--- src/rtl/fp_unit_arbiter_if.sv ---
// Bundle of requester, operator and response signals around the shared FP unit arbiter.
// The slave modport is the arbiter's view; the master modport drives requests and unit results.
interface fp_unit_arbiter_if #(
    parameter int unsigned NX    = 8,
    parameter int unsigned NM    = 23,
    parameter int unsigned NREQ  = 4,
    parameter int unsigned OPW   = 2,
    parameter int unsigned DEPTH = 8
);
    localparam int unsigned N  = NX + NM + 1;
    localparam int unsigned CW = $clog2(DEPTH) + 1;

    // Requester side, lane i at [i*N +: N] / [i*OPW +: OPW]
    logic [NREQ-1:0]     req_valid;
    logic [NREQ-1:0]     req_ready;
    logic [NREQ*N-1:0]   req_a;
    logic [NREQ*N-1:0]   req_b;
    logic [NREQ*OPW-1:0] req_op;

    logic                unit_valid;
    logic [N-1:0]        unit_a;
    logic [N-1:0]        unit_b;
    logic [OPW-1:0]      unit_op;
    logic                unit_res_valid;
    logic [N-1:0]        unit_res;

    logic [NREQ-1:0]     rsp_valid;
    logic [N-1:0]        rsp_data;

    logic [CW-1:0]       outstanding;
    logic                idle;
    logic                err;

    modport slave (
        input  req_valid, req_a, req_b, req_op, unit_res_valid, unit_res,
        output req_ready, unit_valid, unit_a, unit_b, unit_op,
               rsp_valid, rsp_data, outstanding, idle, err
    );

    modport master (
        output req_valid, req_a, req_b, req_op, unit_res_valid, unit_res,
        input  req_ready, unit_valid, unit_a, unit_b, unit_op,
               rsp_valid, rsp_data, outstanding, idle, err
    );
endinterface

--- src/rtl/fp_unit_arbiter.sv ---
// Round-robin sharing of one in-order pipelined FP operator among NREQ requesters.
// An owner FIFO records who issued each op so in-order results route back to their owner.
module fp_unit_arbiter #(
    parameter int unsigned NX    = 8,
    parameter int unsigned NM    = 23,
    parameter int unsigned NREQ  = 4,
    parameter int unsigned OPW   = 2,
    parameter int unsigned DEPTH = 8
) (
    input logic            clk,
    input logic            rst_n,
    fp_unit_arbiter_if.slave bus
);
    localparam int unsigned N  = NX + NM + 1;
    localparam int unsigned AW = $clog2(DEPTH);
    localparam int unsigned CW = AW + 1;
    localparam int unsigned IW = $clog2(NREQ);

    // ---------------------------------------------------------------------------------------
    // State
    // ---------------------------------------------------------------------------------------
    logic [IW-1:0]   rr_ptr_q, rr_ptr_d;
    logic [AW-1:0]   wr_ptr_q, rd_ptr_q;
    logic [CW-1:0]   count_q, count_d;
    logic [IW-1:0]   owner_mem [DEPTH];

    logic            unit_valid_q;
    logic [N-1:0]    unit_a_q, unit_b_q;
    logic [OPW-1:0]  unit_op_q;
    logic [NREQ-1:0] rsp_valid_q, rsp_valid_d;
    logic [N-1:0]    rsp_data_q;
    logic            err_q;

    // ---------------------------------------------------------------------------------------
    // Grant
    // ---------------------------------------------------------------------------------------
    logic            found;
    logic [IW-1:0]   winner;
    logic [IW-1:0]   cand;
    int unsigned     scan_idx;
    logic [NREQ-1:0] grant_vec;
    logic            not_full;
    logic            accept;
    logic            pop;
    logic            spurious;

    always_comb begin
        found    = 1'b0;
        winner   = '0;
        cand     = '0;
        scan_idx = 0;
        for (int unsigned k = 0; k < NREQ; k++) begin
            scan_idx = 32'(rr_ptr_q) + k;
            if (scan_idx >= NREQ) begin
                scan_idx = scan_idx - NREQ;
            end
            cand = IW'(scan_idx);
            if (!found && bus.req_valid[cand]) begin
                found  = 1'b1;
                winner = cand;
            end
        end
    end

    // No pop bypass: a full FIFO blocks accepts even when a result drains this cycle.
    assign not_full = (count_q < CW'(DEPTH));
    assign accept   = found & not_full;
    assign pop      = bus.unit_res_valid & (count_q != '0);
    assign spurious = bus.unit_res_valid & (count_q == '0);

    always_comb begin
        grant_vec = '0;
        if (accept) begin
            grant_vec[winner] = 1'b1;
        end
    end

    always_comb begin
        rr_ptr_d = rr_ptr_q;
        if (accept) begin
            rr_ptr_d = (winner == IW'(NREQ - 1)) ? '0 : winner + IW'(1);
        end
    end

    always_comb begin
        count_d = count_q + CW'(accept) - CW'(pop);
    end

    always_comb begin
        rsp_valid_d = '0;
        if (pop) begin
            rsp_valid_d[owner_mem[rd_ptr_q]] = 1'b1;
        end
    end

    // ---------------------------------------------------------------------------------------
    // Owner FIFO
    // ---------------------------------------------------------------------------------------
    always_ff @(posedge clk or negedge rst_n) begin
        if (!rst_n) begin
            wr_ptr_q <= '0;
            rd_ptr_q <= '0;
            count_q  <= '0;
            rr_ptr_q <= '0;
        end else begin
            if (accept) begin
                wr_ptr_q <= wr_ptr_q + AW'(1);
            end
            if (pop) begin
                rd_ptr_q <= rd_ptr_q + AW'(1);
            end
            count_q  <= count_d;
            rr_ptr_q <= rr_ptr_d;
        end
    end

    // Storage needs no reset; the pointers define which entries are live.
    always_ff @(posedge clk) begin
        if (accept) begin
            owner_mem[wr_ptr_q] <= winner;
        end
    end

    // ---------------------------------------------------------------------------------------
    // Issue and response registers
    // ---------------------------------------------------------------------------------------
    always_ff @(posedge clk or negedge rst_n) begin
        if (!rst_n) begin
            unit_valid_q <= 1'b0;
            unit_a_q     <= '0;
            unit_b_q     <= '0;
            unit_op_q    <= '0;
        end else begin
            unit_valid_q <= accept;
            if (accept) begin
                unit_a_q  <= bus.req_a[winner*N +: N];
                unit_b_q  <= bus.req_b[winner*N +: N];
                unit_op_q <= bus.req_op[winner*OPW +: OPW];
            end
        end
    end

    always_ff @(posedge clk or negedge rst_n) begin
        if (!rst_n) begin
            rsp_valid_q <= '0;
            rsp_data_q  <= '0;
            err_q       <= 1'b0;
        end else begin
            rsp_valid_q <= rsp_valid_d;
            if (pop) begin
                rsp_data_q <= bus.unit_res;
            end
            if (spurious) begin
                err_q <= 1'b1;
            end
        end
    end

    // ---------------------------------------------------------------------------------------
    // Outputs
    // ---------------------------------------------------------------------------------------
    always_comb begin
        bus.req_ready   = grant_vec;
        bus.unit_valid  = unit_valid_q;
        bus.unit_a      = unit_a_q;
        bus.unit_b      = unit_b_q;
        bus.unit_op     = unit_op_q;
        bus.rsp_valid   = rsp_valid_q;
        bus.rsp_data    = rsp_data_q;
        bus.outstanding = count_q;
        bus.idle        = (count_q == '0) & ~unit_valid_q;
        bus.err         = err_q;
    end
endmodule
--- src/flat_wrapper.sv ---
// flat-port wrapper written by rule: the top's interface ports become plain ports
module fp_unit_arbiter_flat 
#(
    parameter int unsigned NX    = 8,
    parameter int unsigned NM    = 23,
    parameter int unsigned NREQ  = 4,
    parameter int unsigned OPW   = 2,
    parameter int unsigned DEPTH = 8
)
  (clk, rst_n, bus_req_valid, bus_req_a, bus_req_b, bus_req_op, bus_unit_res_valid, bus_unit_res, bus_req_ready, bus_unit_valid, bus_unit_a, bus_unit_b, bus_unit_op, bus_rsp_valid, bus_rsp_data, bus_outstanding, bus_idle, bus_err);
  fp_unit_arbiter_if #(.NX(NX), .NM(NM), .NREQ(NREQ), .OPW(OPW), .DEPTH(DEPTH)) bus_i ();
  input logic clk;
  input logic rst_n;
  input wire logic [$bits(bus_i.req_valid)-1:0] bus_req_valid;
  input wire logic [$bits(bus_i.req_a)-1:0] bus_req_a;
  input wire logic [$bits(bus_i.req_b)-1:0] bus_req_b;
  input wire logic [$bits(bus_i.req_op)-1:0] bus_req_op;
  input wire logic [$bits(bus_i.unit_res_valid)-1:0] bus_unit_res_valid;
  input wire logic [$bits(bus_i.unit_res)-1:0] bus_unit_res;
  output wire logic [$bits(bus_i.req_ready)-1:0] bus_req_ready;
  output wire logic [$bits(bus_i.unit_valid)-1:0] bus_unit_valid;
  output wire logic [$bits(bus_i.unit_a)-1:0] bus_unit_a;
  output wire logic [$bits(bus_i.unit_b)-1:0] bus_unit_b;
  output wire logic [$bits(bus_i.unit_op)-1:0] bus_unit_op;
  output wire logic [$bits(bus_i.rsp_valid)-1:0] bus_rsp_valid;
  output wire logic [$bits(bus_i.rsp_data)-1:0] bus_rsp_data;
  output wire logic [$bits(bus_i.outstanding)-1:0] bus_outstanding;
  output wire logic [$bits(bus_i.idle)-1:0] bus_idle;
  output wire logic [$bits(bus_i.err)-1:0] bus_err;
  assign bus_i.req_valid = bus_req_valid;
  assign bus_i.req_a = bus_req_a;
  assign bus_i.req_b = bus_req_b;
  assign bus_i.req_op = bus_req_op;
  assign bus_i.unit_res_valid = bus_unit_res_valid;
  assign bus_i.unit_res = bus_unit_res;
  assign bus_req_ready = bus_i.req_ready;
  assign bus_unit_valid = bus_i.unit_valid;
  assign bus_unit_a = bus_i.unit_a;
  assign bus_unit_b = bus_i.unit_b;
  assign bus_unit_op = bus_i.unit_op;
  assign bus_rsp_valid = bus_i.rsp_valid;
  assign bus_rsp_data = bus_i.rsp_data;
  assign bus_outstanding = bus_i.outstanding;
  assign bus_idle = bus_i.idle;
  assign bus_err = bus_i.err;
  fp_unit_arbiter #(.NX(NX), .NM(NM), .NREQ(NREQ), .OPW(OPW), .DEPTH(DEPTH)) u_core (.clk(clk), .rst_n(rst_n), .bus(bus_i));
endmodule
--- config.mk ---
export PLATFORM = sky130hd
export DESIGN_NAME = fp_unit_arbiter_flat
export DESIGN_NICKNAME = d
export VERILOG_FILES = /design/src/rtl/fp_unit_arbiter_if.sv /design/src/rtl/fp_unit_arbiter.sv /design/src/flat_wrapper.sv
export SDC_FILE = /design/constraint.sdc
export NUM_CORES = 1
export LEC_CHECK = 0
export CORE_AREA = 2 2 160 162
export DETAILED_ROUTE_END_ITERATION = 16
export DIE_AREA = 0 0 162 164
export PLACE_DENSITY = 0.62
export SYNTH_ARGS = -nofsm -noshare
export SYNTH_HDL_FRONTEND = slang
export SYNTH_SLANG_ARGS = --single-unit
--- constraint.sdc ---
create_clock -name clk -period 4.75 [get_ports clk]
set_input_delay 0.95 -clock clk [delete_from_list [all_inputs] [get_ports clk]]
set_output_delay 0.95 -clock clk [all_outputs]
set_load 0.1 [all_outputs]
==> qor.txt, run 1 <==
Status - complete, no violations
Worst path required time - 3.80 ns
CP max-delay cell - clkdlybuf4s50_1
Sw Share - 56.28%
Global route hottest layer - met2
Ys Warns - 0
Routed vias - 6601
Hold_sp - u_core.bus.err$_DFFE_PN0P_
Hold Path Stages - 1
Seq/Total Area, Yosys - 46.74%
Int Power - 4080 uW
R2R Path End - u_core.owner_mem[5][1]$_DFFE_PP_
Post-CTS Setup Bufs - 0
Relative slew slack - 27.35%
Yosys reg bits - 132
Initial antenna violation count - 0
Setup TNS - 0 ns
Reg area - 3383 um^2
Worst Path Buf+Inv - 3
Worst r2r src - u_core.bus.outstanding[3]$_DFF_PN0_
CTS tree - done
Global Route met3 Usage - 5.480%
Number of max-cap violations - 0
Layout area overhead - 68.64%
Crit Path Max Fanout - 34
Core ar. - 24820 um^2
Pin count of the biggest net entering global routing - 102
Final slew viol count - 0
Clock power share - 14.2%
Static Leak - 0.004882 uW
Peak Freq - 0.2614 GHz
# hold bufs at CTS - 0
Mean Syn Cell Area - 11.27 um^2
Dominant synthesized flop cell - dfrtp_1
Layout cells sized above 1 - 10.04%
RD Place Congestion - 0.7812
CTS Root Cell - clkbuf_16
Worst clock skew - 0.008818 ns
Combinational share of power - 65.5%
Setup CP Type - input pin to output pin
Global-route wire length before repair - 38910 um
RSZ-0062 raised after global routing - no
Reg power frac - 20.4%
Delay-heaviest family, CP - buffers and inverters
DRC - 0
DIE AREA - 26570 um^2
Post-synth top cells - dfrtp_1 (116), nor2_1 (73), and2_1 (71), mux2i_1 (68)
Synth unique cells - 39
Worst vdd rail ir drop - 515.8 uV
Initial core utilization - 29.16%
PostCTS Resize Cnt - 0
Critical path cell sequence - clkdlybuf4s50_1 > nand2_1 > or2_4 > and3_4 > inv_8 > ha_1 > and2_1 > buf_12
Num CTS Buffers - 17
Post-synth top area share - 40.10%
Die width - 162 um
First-iteration detailed-routing DRC count - 354
Area leader, netlist - dfrtp_1
Final period util - 80.53%
Routed wire length - 25870 um
Clk sinks - 132
DR vias/cell - 4.797
Cells after Synth - 642
Routed wire per std cell - 18.80 um
DRT antenna net count - 0
CP max stage delay - 0.55 ns
Number of global-route vias before repair - 6744
Leading post-synthesis cells by cell area - dfrtp_1 (40%), mux2i_1 (9.4%), a221oi_1 (7.6%)
Grt total ovfl - 0
Worst slew pin tran - 1.086 ns
EDFF count, synth - 16
First drt pass iteration count - 4
Setup violations, final - 0
# nets final - 1348
Min-delay worst type - flip-flop to flip-flop
CP arrival - 2.87 ns
Crit path capture type - output pin
# rows - 58
Chip height - 164 um
CP Depth - 8
Hold Fails Final Rpt - 0
Clock Path Buffers - 2
Port Buffers - 415
Fillcell total - 2375
Ports - 416
Cell Pwr Density - 764.6 nW/um^2
R2R depth - 5
Clk slew on worst S/H paths - 0.06 ns
Top-count cell post-synth - dfrtp_1
Hold Path Sink - u_core.bus.err$_DFFE_PN0P_
Met2 Usage GRT - 33.73%
GRT Overall Usage - 19.28%
Synth Net Count - 957
Antenna diode count - 0
H-tree depth - 4
Net switching power figure - 5253 uW
Post-Synthesis Cell Area - 7238 um^2
Flop2flop setup slack - 2.12 ns
Final core utilization - 49.18%
Area occupied by multi-input gates - 3446 um^2
Min Tclk post-route - 3.825 ns
Hpwl dp - 19390 um
Met1 Use GR - 22.89%
Worst skew pair latency - 0.42 ns
Asr flop ratio synth - 87.88%
Startpoint types - input pin
==> per-layer routing <==
metal	vias to the layer above	routed length [um]	part of all wire [%]
met5	-	0	0
met4	0	511	2.0
met3	28	2023	7.8
met2	291	13120	51
met1	3098	10210	39
li1	3184	-	-
==> per-stage QoR <==
stage / power (uW) / area (um^2) / hold slack (ns) / instances / setup slack [ns]
final: 9333 / 12210 / 0.4752 / 1376 / 0.9250
after global routing: 9775 / 12210 / 0.5166 / 1376 / 0.8045
after CTS: 9441 / 12210 / 0.4856 / 1376 / 0.9037
after detailed placement: 8088 / 11620 / 0.4701 / 1344 / 0.9173
after global placement: 8051 / 11620 / 0.4543 / 1344 / 0.9634
after floorplan: 6476 / 7238 / 0.4619 / 642 / 1.135
==> power groups by stage <==
stage / clock network [uW] / registers (uW) / logic [uW]
floorplan: 0 / 4690 / 1790
global placement: 0 / 1920 / 6140
detailed placement: 0 / 1930 / 6160
CTS: 1360 / 1910 / 6170
global route: 1420 / 1970 / 6390
finish: 1320 / 1900 / 6110
==> kinds of logic (layout without fill, tap and decap cells) <==
family,Yosys count,after routing,share of synthesized area (%)
simple gates,177,177,12.34
compound gates,140,140,16.15
flops,132,132,46.74
mux,106,106,15.94
buf+inv,69,473,5.929
fa+ha+maj,12,12,2.178
xor+xnor,6,6,0.7260
==> flip-flops by register name, summed over array words and instances (netlist names) <==
name                    cells
u_core.bus.rsp_data        32
u_core.bus.unit_a          32
u_core.bus.unit_b          32
u_core.owner_mem           16
u_core.bus.outstanding      4
u_core.bus.rsp_valid        4
u_core.rd_ptr_q             3
u_core.wr_ptr_q             3
u_core.bus.unit_op          2
u_core.rr_ptr_q             2
u_core.bus.err              1
u_core.bus.unit_valid       1
==> cells in the final DEF, fill, tap and decap left out, types with 2 or more instances in the layout <==
cell type and count:
ha_1 11, nor4b_1 2, a21oi_1 2, a221oi_2 4
inv_1 9, and2_1 70, nor3_1 3, clkbuf_8 2
inv_2 2, nor4_1 2, a221oi_1 63, xnor2_1 4
buf_12 6, mux4_2 4, clkinv_4 2, dfrtp_1 116
clkdlybuf4s50_1 410, nand2_1 17, clkbuf_16 17, inv_8 4
a211oi_2 3, buf_4 13, nor2_1 72, nor3b_1 2
a21o_1 2, a211oi_1 63, mux2_2 33, mux2i_1 68
edfxtp_1 16, inv_6 5, nand2b_1 2, xor2_1 2
==> worst max-delay path by stage <==
stage                                start          endpoint  slack, ns
after floorplan           bus_req_valid[0]  bus_req_ready[2]       1.13
after global placement    bus_req_valid[2]  bus_req_ready[2]       0.96
after detailed placement  bus_req_valid[0]  bus_req_ready[2]       0.92
after CTS                 bus_req_valid[0]  bus_req_ready[2]       0.90
after global routing      bus_req_valid[2]  bus_req_ready[0]       0.80
final                     bus_req_valid[0]  bus_req_ready[2]       0.93
==> cell type report <==
| cell class | count | area share (%) |
|---|---|---|
| inverters | 12 | 0.4305 |
| well taps | 330 | 3.383 |
| clock buffers | 19 | 3.711 |
| flip-flops and latches | 132 | 27.72 |
| multi-input cells | 441 | 28.23 |
| clock inverters | 13 | 1.128 |
| repair buffers | 429 | 35.40 |
No activity file was read; power rests on OpenSTA's default activity.
==> inputs of run 2 (changes only) <==
Settings changed: CORE_AREA 2 2 160 162 to 2 2 161 163, DIE_AREA 0 0 162 164 to 0 0 163 165, PLACE_DENSITY 0.62 to 0.64.
Clock period 4.75 ns to 3.2 ns, I/O delays scaled along.
==> run 2 against run 1 <==
  * Utilization shrank 1.2 points
  * Total power grew 47%
  * Non-clock buffer count grew 3
  * Final cell count grew 0.36%
  * First-iteration DRC count grew 15%
  * Sequential power grew 49%
  * Critical path type unchanged
  * Highest routed layer unchanged
==> qor.txt, run 2 (synthesis results as in run 1) <==
Reg area - 3383 um^2 (unchanged)
Worst vdd rail ir drop - 1044 uV (was 515.8 uV)
CP arrival - 2.41 ns (was 2.87 ns)
CP max-delay cell - clkdlybuf4s50_1 (unchanged)
Worst path required time - 2.56 ns (was 3.80 ns)
Place WS - 0.02377 ns (was 0.9173 ns)
CP Depth - 8 (unchanged)
Crit Path Max Fanout - 12 (was 34)
Most common cell after layout, fill and taps aside - clkdlybuf4s50_1 (unchanged)
Final slew viol count - 0 (unchanged)
Global-route wire length before repair - 38090 um (was 38910 um)
Min-delay worst type - input pin to async pin (was flip-flop to flip-flop)
Combinational share of power - 65.2% (was 65.5%)
PnR worst setup slack - 0.1533 ns (was 0.9250 ns)
# rows - 58 (unchanged)
H-tree depth - 4 (unchanged)
Clk sinks - 132 (unchanged)
Crit path capture type - output pin (unchanged)
Worst clock skew - 0.01070 ns (was 0.008818 ns)
Most frequent cells in the layout - clkdlybuf4s50_1 (301), buf_4 (120), dfrtp_1 (116) (was clkdlybuf4s50_1 (410), dfrtp_1 (116), nor2_1 (72))
Num CTS Buffers - 17 (unchanged)
Initial core utilization - 28.91% (was 29.16%)
Layout area overhead - 66.14% (was 68.64%)
Routed wire length - 25520 um (was 25870 um)
Int Power - 5927 uW (was 4080 uW)
Sw Share - 56.78% (was 56.28%)
Startpoint types - input pin (unchanged)
Cell Pwr Density - 1140 nW/um^2 (was 764.6 nW/um^2)
Final period util - 95.21%
Grt total ovfl - 0 (unchanged)
Worst slew pin tran - 0.6662 ns (was 1.086 ns)
Hpwl dp - 19080 um (was 19390 um)
Clock Path Buffers - 2 (unchanged)
R2R depth - 7 (was 5)
Pin count of the biggest net entering global routing - 90 (was 102)
DRT antenna net count - 0 (unchanged)
# hold bufs at CTS - 0 (unchanged)
Routed wire per std cell - 18.48 um (was 18.80 um)
Number of max-cap violations - 0 (unchanged)
Delay-heaviest family, CP - buffers and inverters (unchanged)
Ports - 416 (unchanged)
Peak Freq - 0.3282 GHz
Clk slew on worst S/H paths - 0.06 ns (about the same)
Static Leak - 0.005001 uW (was 0.004882 uW)
Worst skew pair latency - 0.41 ns (was 0.42 ns)
Net switching power figure - 7787 uW (was 5253 uW)
Worst Path Buf+Inv - 3 (unchanged)
Reg power frac - 20.6% (was 20.4%)
Routed vias - 6580 (was 6601)
DR vias/cell - 4.765 (was 4.797)
Clock power share - 14.2% (about the same)
Chip height - 165 um (was 164 um)
RSZ-0062 raised after global routing - no (unchanged)
Final Power - 13710 uW (was 9333 uW)
Layout cells sized above 1 - 20.78% (was 10.04%)
GRT Overall Usage - 18.55% (was 19.28%)
# nets final - 1351 (was 1348)
CTS tree - done (unchanged)
Fillcell total - 2424 (was 2375)
First drt pass iteration count - 4 (unchanged)
Setup CP Type - input pin to output pin (unchanged)
Min Tclk post-route - 3.047 ns
Core ar. - 25040 um^2 (was 24820 um^2)
CP max stage delay - 0.49 ns (was 0.55 ns)
DRC - 0 (unchanged)
Area occupied by multi-input gates - 3448 um^2 (was 3446 um^2)
Initial antenna violation count - 2 (was 0)
CTS Root Cell - clkbuf_16 (unchanged)
DIE AREA - 26900 um^2 (was 26570 um^2)
Die width - 163 um (was 162 um)
Hold Fails Final Rpt - 0 (unchanged)
RD Place Congestion - 0.7841 (was 0.7812)
First-iteration detailed-routing DRC count - 406 (was 354)
Critical path cell sequence - clkdlybuf4s50_1 > mux2_1 > nand2_1 > and3_4 > inv_8 > ha_1 > and2_1 > buf_12 (was clkdlybuf4s50_1 > nand2_1 > or2_4 > and3_4 > inv_8 > ha_1 > and2_1 > buf_12)
Setup TNS - 0 ns (unchanged)
Status - complete, no violations (unchanged)
Port Buffers - 415 (unchanged)
Relative slew slack - 55.59% (was 27.35%)
Setup violations, final - 0 (unchanged)
Number of global-route vias before repair - 6686 (was 6744)
==> run 2: cell types whose count changed in the layout (fill, tap and decap cells not counted), sizes merged <==
| cell | previous run | this run |
|---|---|---|
| buf | 19 | 131 |
| clkbuf | 19 | 18 |
| clkdlybuf4s50 | 410 | 301 |
| clkinv | 3 | 4 |
| clkinvlp | 1 | 2 |
| diode | 0 | 2 |
| inv | 20 | 19 |
==> run 2: routing by layer <==
metal | track usage [%] | wire [um]
met5 | 0 | 0
met3 | 4.420 | 1861
met2 | 32.92 | 12960
met1 | 22.14 | 10260
met4 | 5.953 | 441
==> run 2: path summary, 6_finish.rpt <==
path / startpoint / end / slack, ns
min reg2reg: u_core.bus.err$_DFFE_PN0P_ / u_core.bus.err$_DFFE_PN0P_ / 0.47
min in group clk: u_core.bus.err$_DFFE_PN0P_ / u_core.bus.err$_DFFE_PN0P_ / 0.47
max in group asynchronous: rst_n / u_core.bus.unit_a[30]$_DFFE_PN0P_ / 2.33
max: bus_req_valid[2] / bus_req_ready[0] / 0.15
min: rst_n / u_core.bus.outstanding[3]$_DFF_PN0_ / 0.11
max reg2reg: u_core.rr_ptr_q[1]$_DFFE_PN0P_ / u_core.bus.unit_a[1]$_DFFE_PN0P_ / 1.01
==> run 2: cell type report <==
type                       count  area share [%]
timing repair buffer         432           34.38
clock buffer                  18           3.746
tap                          330           3.434
inverter                      12          0.4370
antenna                        2         0.04162
clock inverter                14           1.155
sequential                   132           28.13
multi-input combinational    441           28.68
==> run 2: power groups by stage <==
stage	registers, uW	clock network [uW]	logic [uW]
2_1_floorplan	6960	0	2650
3_3_place_gp	2840	0	8990
3_5_place_dp	2860	0	9030
4_1_cts	2840	2010	9040
5_1_grt	2930	2080	9380
6_report	2830	1940	8940
==> run 2: what timing repair did <==
action / in CTS / in global routing
buffers inserted: 0 / 1
setup endpoints to repair: 0 / 4
gates resized for setup: 0 / 1
==> run 2: metrics by stage <==
step | utilization [%] | hold slack (ns) | cells | area (um^2)
after detailed placement | 45.62 | 0.4646 | 1346 | 11420
after global routing | 48.02 | 0.1137 | 1380 | 12020
final | 48.03 | 0.1071 | 1381 | 12030
after floorplan | - | 0.3444 | 642 | 7238
after CTS | 47.97 | 0.1021 | 1378 | 12010
after global placement | 45.62 | 0.4584 | 1346 | 11420
==> inputs of run 3 (changes only) <==
Settings changed: CELL_PAD_IN_SITES_DETAIL_PLACEMENT set to 1, CELL_PAD_IN_SITES_GLOBAL_PLACEMENT set to 2, CORE_AREA 2 2 161 163 to not set, CORE_MARGIN set to 2, CORE_UTILIZATION set to 20, DIE_AREA 0 0 163 165 to not set, PLACE_DENSITY 0.64 to 0.75, SKIP_CTS_REPAIR_TIMING set to 1.
==> run 3 against run 2 <==
  * Clock-buffer cell count is 1 lower
  * Fmax is 1.0% lower
  * Cell area is 1.4% higher
  * Largest cell class unchanged
  * Largest power group unchanged
==> qor.txt, run 3 (synthesis results as in run 1) <==
Design area - 12190 um^2 (was 12030 um^2)
Num CTS Buffers - 17 (unchanged)
DIE AREA - 37730 um^2 (was 26900 um^2)
Worst path required time - 2.56 ns (about the same)
GRT Overall Usage - 15.36% (was 18.55%)
First drt pass iteration count - 6 (was 4)
# rows - 69 (was 58)
Sw Share - 57.51% (was 56.78%)
Clock power share - 14.4% (was 14.2%)
Min-delay worst type - input pin to async pin (unchanged)
Min Tclk post-route - 3.077 ns (was 3.047 ns)
Most frequent cells in the layout - clkdlybuf4s50_1 (301), buf_4 (120), dfrtp_1 (116) (unchanged)
Die width - 194.2 um (was 163 um)
Final period util - 96.17% (was 95.21%)
Clock Path Buffers - 2 (unchanged)
DRT antenna net count - 0 (unchanged)
Area of placed instances - 11580 um^2 (was 11420 um^2)
Placed Instances - 1476 (was 1346)
Hold Fails Final Rpt - 0 (unchanged)
Most common cell after layout, fill and taps aside - clkdlybuf4s50_1 (unchanged)
Setup TNS - 0 ns (unchanged)
DRC - 0 (unchanged)
Int Power - 5899 uW (was 5927 uW)
Cell Pwr Density - 1139 nW/um^2 (was 1140 nW/um^2)
Startpoint types - input pin (unchanged)
Initial antenna violation count - 0 (was 2)
Final slew viol count - 0 (unchanged)
RD Place Congestion - 0.7681 (was 0.7841)
Pin count of the biggest net entering global routing - 117 (was 90)
Routed vias - 6762 (was 6580)
Antenna diode count - 0 (was 2)
Routed wire per std cell - 19.28 um (was 18.48 um)
Peak Freq - 0.3249 GHz (was 0.3282 GHz)
Layout area overhead - 68.42% (was 66.14%)
Initial core utilization - 20.35% (was 28.91%)
RSZ-0062 raised after global routing - no (unchanged)
CP max-delay cell - clkdlybuf4s50_1 (unchanged)
Layout cells sized above 1 - 20.78% (unchanged)
H-tree depth - 4 (unchanged)
Reg power frac - 20.7% (was 20.6%)
Crit path capture type - output pin (unchanged)
Hpwl dp - 21040 um (was 19080 um)
Ports - 416 (unchanged)
Critical path cell sequence - clkdlybuf4s50_1 > buf_4 > mux2_1 > nand2_1 > and3_4 > inv_8 > ha_1 > and2_1 > buf_12 (was clkdlybuf4s50_1 > mux2_1 > nand2_1 > and3_4 > inv_8 > ha_1 > and2_1 > buf_12)
Routed wire length - 29110 um (was 25520 um)
Static Leak - 0.004999 uW (was 0.005001 uW)
Chip height - 194.2 um (was 165 um)
Global-route wire length before repair - 44530 um (was 38090 um)
Number of global-route vias before repair - 7439 (was 6686)
Status - complete, no violations (unchanged)
First-iteration detailed-routing DRC count - 191 (was 406)
Worst vdd rail ir drop - 945.6 uV (was 1044 uV)
Core ar. - 35570 um^2 (was 25040 um^2)
Clk sinks - 132 (unchanged)
Worst clock skew - 0.01082 ns (was 0.01070 ns)
CP arrival - 2.44 ns (was 2.41 ns)
Finished Layout Cells - 1510 (was 1381)
Worst slew pin tran - 0.7083 ns (was 0.6662 ns)
CTS tree - done (unchanged)
Port Buffers - 415 (unchanged)
Number of max-cap violations - 0 (unchanged)
CTS Root Cell - clkbuf_16 (unchanged)
Setup violations, final - 0 (unchanged)
DR vias/cell - 4.478 (was 4.765)
Hold Worst Slack - 0.3080 ns (was 0.1071 ns)
Setup CP Type - input pin to output pin (unchanged)
Combinational share of power - 64.9% (was 65.2%)
Clk slew on worst S/H paths - 0.07 ns (was 0.06 ns)
Relative slew slack - 52.78% (was 55.59%)
# nets final - 1351 (unchanged)
Crit Path Max Fanout - 9 (was 12)
Worst skew pair latency - 0.44 ns (was 0.41 ns)
CP max stage delay - 0.42 ns (was 0.49 ns)
Net switching power figure - 7983 uW (was 7787 uW)
Grt total ovfl - 0 (unchanged)
## run 3: cell types whose count changed in the layout (fill, tap and decap cells not counted), sizes merged
cell and change:
inv +1, diode -2, clkbuf -1
## run 3: power by group through the flow
stage | combinational, uW | clock (uW) | sequential [uW]
3_5_place_dp | 9110 | 0 | 2910
2_1_floorplan | 2650 | 0 | 6960
3_3_place_gp | 9020 | 0 | 2870
6_report | 9010 | 2000 | 2870
4_1_cts | 9120 | 2080 | 2890
5_1_grt | 9500 | 2140 | 2970
## run 3: cell type report
| cell class | count | area, um^2 |
|---|---|---|
| fillers | 4037 | 23380 |
| repair buffers | 432 | 4134 |
| multi-input cells | 441 | 3453 |
| flip-flops and latches | 132 | 3383 |
| well taps | 461 | 576.8 |
| clock buffers | 17 | 425.4 |
| clock inverters | 15 | 165.2 |
| inverters | 12 | 52.55 |
## run 3: routing by layer
metal | part of all wire, % | GRT usage [%]
met1 | 40 | 17.72
met3 | 8.5 | 5.514
met2 | 50 | 26.52
met4 | 1.7 | 4.742
met5 | 0 | 0
## run 3: through the flow
stage	utilization, %	total power, uW	setup slack [ns]
final	34.27	13880	0.1226
after global routing	34.27	14620	0.003925
after CTS	34.21	14090	-0.2028
after detailed placement	32.55	12020	-0.1945
after global placement	32.55	11890	-0.1417
after floorplan	-	9613	0.07235
## run 3: critical path: cells and delay by family
| family | cells | cell delay (ns) |
|---|---|---|
| buffers and inverters | 4 | 0.81 |
| AND/OR/NAND/NOR | 3 | 0.52 |
| adder cells (fa/ha/maj) | 1 | 0.17 |
| multiplexers | 1 | 0.28 |
## run 3: worst paths after layout
path                                                             to  depth (start not counted)                           start  slack [ns]
worst max-delay path                               bus_req_ready[2]                          9                bus_req_valid[2]        0.12
worst min-delay path            u_core.bus.outstanding[1]$_DFF_PN0_                          2                           rst_n        0.31
worst max register to register     u_core.bus.unit_a[2]$_DFFE_PN0P_                          7  u_core.rr_ptr_q[1]$_DFFE_PN0P_        1.07
worst min register to register           u_core.bus.err$_DFFE_PN0P_                          1      u_core.bus.err$_DFFE_PN0P_        0.48
max in group asynchronous         u_core.bus.unit_a[20]$_DFFE_PN0P_                          2                           rst_n        2.35
min in group clk                         u_core.bus.err$_DFFE_PN0P_                          1      u_core.bus.err$_DFFE_PN0P_        0.48
